<file path="src/rtl/countdown_pkg.sv">
// Shared types and constants for the loadable down-counter timer.
package countdown_pkg;

  localparam int COUNTDOWN_WIDTH = 4;

  typedef enum logic [1:0] {
    IDLE = 2'b00,
    RUN  = 2'b01,
    DONE = 2'b10
  } cd_state_t;

endpackage

</file>
<file path="src/rtl/countdown_timer.sv">
// Loadable down-counter with one-cycle terminal-count pulse.
// Optional periodic reload: define COUNTDOWN_TIMER_AUTORELOAD_EN.
module countdown_timer
  import countdown_pkg::*;
#(
  parameter int WIDTH = COUNTDOWN_WIDTH
) (
  input  logic             clk,
  input  logic             reset,
  input  logic             load_valid,
  output logic             load_ready,
  input  logic [WIDTH-1:0] load_value,
  input  logic             cnt_ena,
  input  logic             abort,
  output logic [WIDTH-1:0] count,
  output logic             busy,
  output logic             tc
);

  cd_state_t        state_q, state_d;
  logic [WIDTH-1:0] count_q, count_d;

`ifdef COUNTDOWN_TIMER_AUTORELOAD_EN
  logic [WIDTH-1:0] reload_q, reload_d;

  always_ff @(posedge clk or posedge reset) begin
    if (reset) reload_q <= '0;
    else       reload_q <= reload_d;
  end
`endif

  always_ff @(posedge clk or posedge reset) begin
    if (reset) begin
      state_q <= IDLE;
      count_q <= '0;
    end else begin
      state_q <= state_d;
      count_q <= count_d;
    end
  end

  always_comb begin
    state_d = state_q;
    count_d = count_q;
`ifdef COUNTDOWN_TIMER_AUTORELOAD_EN
    reload_d = reload_q;
`endif
    if (abort) begin
      // In IDLE this is a no-op and swallows any same-edge load.
      if (state_q != IDLE) begin
        state_d = IDLE;
        count_d = '0;
      end
`ifdef COUNTDOWN_TIMER_AUTORELOAD_EN
      reload_d = '0;
`endif
    end else begin
      unique case (state_q)
        IDLE: begin
          if (load_valid) begin
            count_d = load_value;
            state_d = (load_value == '0) ? DONE : RUN;
`ifdef COUNTDOWN_TIMER_AUTORELOAD_EN
            reload_d = load_value;
`endif
          end
        end
        RUN: begin
          if (cnt_ena) begin
            if (count_q > WIDTH'(1)) begin
              count_d = count_q - WIDTH'(1);
            end else begin
              count_d = '0;
              state_d = DONE;
            end
          end
        end
        DONE: begin
`ifdef COUNTDOWN_TIMER_AUTORELOAD_EN
          if (reload_q != '0) begin
            count_d = reload_q;
            state_d = RUN;
          end else begin
            state_d = IDLE;
          end
`else
          state_d = IDLE;
`endif
        end
        default: begin
          state_d = IDLE;
          count_d = '0;
        end
      endcase
    end
  end

  assign load_ready = (state_q == IDLE);
  assign busy       = (state_q == RUN);
  assign tc         = (state_q == DONE);
  assign count      = count_q;

endmodule

</file>
<file path="config.mk">
export PLATFORM = sky130hd
export DESIGN_NAME = countdown_timer
export DESIGN_NICKNAME = d
export VERILOG_FILES = /design/src/rtl/countdown_pkg.sv /design/src/rtl/countdown_timer.sv
export SDC_FILE = /design/constraint.sdc
export NUM_CORES = 1
export LEC_CHECK = 0
export ABC_AREA = 1
export CAP_MARGIN = 5
export CORE_AREA = 2 2 39 41
export CTS_BUF_LIST = sky130_fd_sc_hd__clkbuf_8
export CTS_CLUSTER_DIAMETER = 100
export CTS_CLUSTER_SIZE = 20
export DETAILED_ROUTE_END_ITERATION = 6
export DIE_AREA = 0 0 41 43
export GPL_TIMING_DRIVEN = 0
export PLACE_DENSITY = 0.71
export SYNTH_ARGS = -nofsm -noshare
export SYNTH_HDL_FRONTEND = slang
export SYNTH_SLANG_ARGS = --single-unit
</file>
<file path="constraint.sdc">
create_clock -name clk -period 2.8 [get_ports clk]
set_input_delay 0.42 -clock clk [delete_from_list [all_inputs] [get_ports clk]]
set_output_delay 0.42 -clock clk [all_outputs]
set_load 0.02 [all_outputs]
</file>
==> metrics <==
count leader, synth nand2_1; crit end category output port; R2R cell count 8; Req. time, crit path 2.38 ns; vias per cell 4.47; Main synth FF type dfrtp_1; Yosys reg bits 6; Gate power share 62.3%; grt ovf 0; Worst Setup Start Kind flip-flop; Initial DRC Count 5; pin count of the biggest net entering global routing 10; Ports 16; Slew Viols, Final 0; Max Cap Viol 0; post-CTS sizing 0; Worst Skew 0.00308 ns; hold-fix buffers at CTS 0; # DRC 0; wire per inst 8.92 microns; clk buf depth 2; initial antenna violation count 0; CTS H-Tree Depth 1; TritonCTS Sinks 6; Synth area leaders dfrtp_1 29%, nand2_1 29%, inv_1 8.6%, nor2_1 5.0%, ha_1 4.8%; Net Switching 0.000354 W; critical path peak fanout 4; Total Wirelength 1070 microns; top cell type's share of synthesized area 28.7%; worst skew pair latency 0.22 ns; Final min period 1.88 ns; worst r2r dst state_q[0]; CTS Buf Count 3; DRT antenna net count 0; Worst-Margin Slew 0.265 ns; Post-CTS Setup Bufs 0; Reg clk slew, reported paths 0.04 ns; sw frac 46.0%; fin worst setup slack 0.921 ns; Avg Inst Size Synth 6.08 sq um; Vias 536; Die H 43 microns; Power per Cell Area 1050 mW/mm^2; die area 0.00176 sq mm; number of port buffers 15; run status finished, final reports clean; Async S/R FF share, synth 100%; gp weighted congestion 0.772; Cell Rows 14; slack of the worst reg-to-reg path 1.42 ns; CP Class reg -> out; Root Driver clkbuf_8; cell count after synthesis 86; Clock power frac 16.5%; Post-synth EDFFs 0; layout cell share with drive strength beyond 1 14.4%; register area share after synthesis 28.7%; overall global routing resource usage 16.9%; Peak VDD IR 453 uV; setup_tns 0 ns; final core occ 53.1%; nets 117; detailed placement HPWL 907 microns; Slew Limit Headroom 82.3%; placeable core area 0.00138 sq mm; # diodes 0; yosys warns 0; Hold WS 0.405 ns; Place WS 1.13 ns; largest area contributor in the netlist dfrtp_1; RSZ-0062 raised after global routing false; Pre-Repair DR Iteration Count 3; most common library cells after synthesis 40 x nand2_1, 12 x inv_1, 7 x nor2_1; Initial Utilization 37.8%; Reg power frac 21.2%; Area Growth Syn to Fin 40.4%; Syn Nets 97; hold crit path type in -> async; Max Fclk 0.532 GHz; R2R Path Start count[0]; Die W 41 microns; Distinct cells, synth 16; CTS tree yes; Power Internal 0.000416 W; Data arrival, critical path 1.46 ns; DP Area 693 sq um; Syn Std Cell Area 523 sq um; first-pass GRT wire length 2020 microns; fin crit share 67.1%; Hold Vio Cnt, Final 0; Final Cell Area 734 sq um; final setup violation count 0; vias in the first global route 534; Leak 0.407 nW
critical path: stages, from the launching register on:
cell and delay (ns):
dfrtp_1 0.43, inv_1 0.09, nand2_1 0.07, inv_1 0.05
clkdlybuf4s50_1 0.59
per-layer routing:
metal  vias to the layer above  GRT usage [%]  part of all wire (%)
li1                        290              -                     -
met1                       239           21.0                    48
met2                         5           25.6                    50
met3                         2           1.57                   1.7
met4                         0           12.0                  0.75
met5                         -              0                     0
stage by stage:
stage	std cells	power, W
after floorplan	86	0.000491
after global placement	117	0.000637
after detailed placement	117	0.000646
after CTS	120	0.000778
after global routing	120	0.000850
final	120	0.000770
power groups by stage:
stage          combinational, W  clock, W  sequential (W)
6_report               0.000480  0.000127        0.000163
3_5_place_dp           0.000482         0        0.000163
5_1_grt                0.000547  0.000135        0.000168
3_3_place_gp           0.000474         0        0.000163
2_1_floorplan          0.000301         0        0.000190
4_1_cts                0.000484  0.000132        0.000162
flip-flops by register name, indices dropped and copies added, names as in the netlist:
register and flops:
state_q 2, count 4
area by class of cell:
type / instances / area (sq um)
Timing Repair Buffer: 15 / 150
Inverter: 16 / 60.1
Clock buffer: 3 / 41.3
Multi-Input combinational cell: 63 / 302
Buffer: 1 / 11.3
Sequential cell: 6 / 150
Fill cell: 136 / 649
Tap cell: 16 / 20.0
cells in the final DEF (no fill, tap or decap), drive strengths merged:
cell type and instances:
a21boi 1, a21oi 1, buf 1, clkbuf 3, clkdlybuf4s50 15, dfrtp 6, ha 2, inv 16
nand2 42, nand3 3, nand4 2, nor2 11, xor2 1
how the worst max path moves through the flow:
stage,end,startpoint,slack [ns]
floorplan,state_q[0],count[0],1.42
global placement,count[3],abort,1.13
detailed placement,count[3],abort,1.13
CTS,busy,state_q[1],0.91
global route,load_ready,state_q[0],0.84
finish,busy,state_q[1],0.92
kinds of logic after synthesis:
kind of cell               synth area share, %
xor gates and xnor gates                  1.67
adders and majority gates                 4.78
buffers and inverters                     13.6
AOI/OAI and AO/OA                         3.11
and+or+nand+nor                           48.1
DFF                                       28.7
No activity file was read; power rests on OpenSTA's default activity.
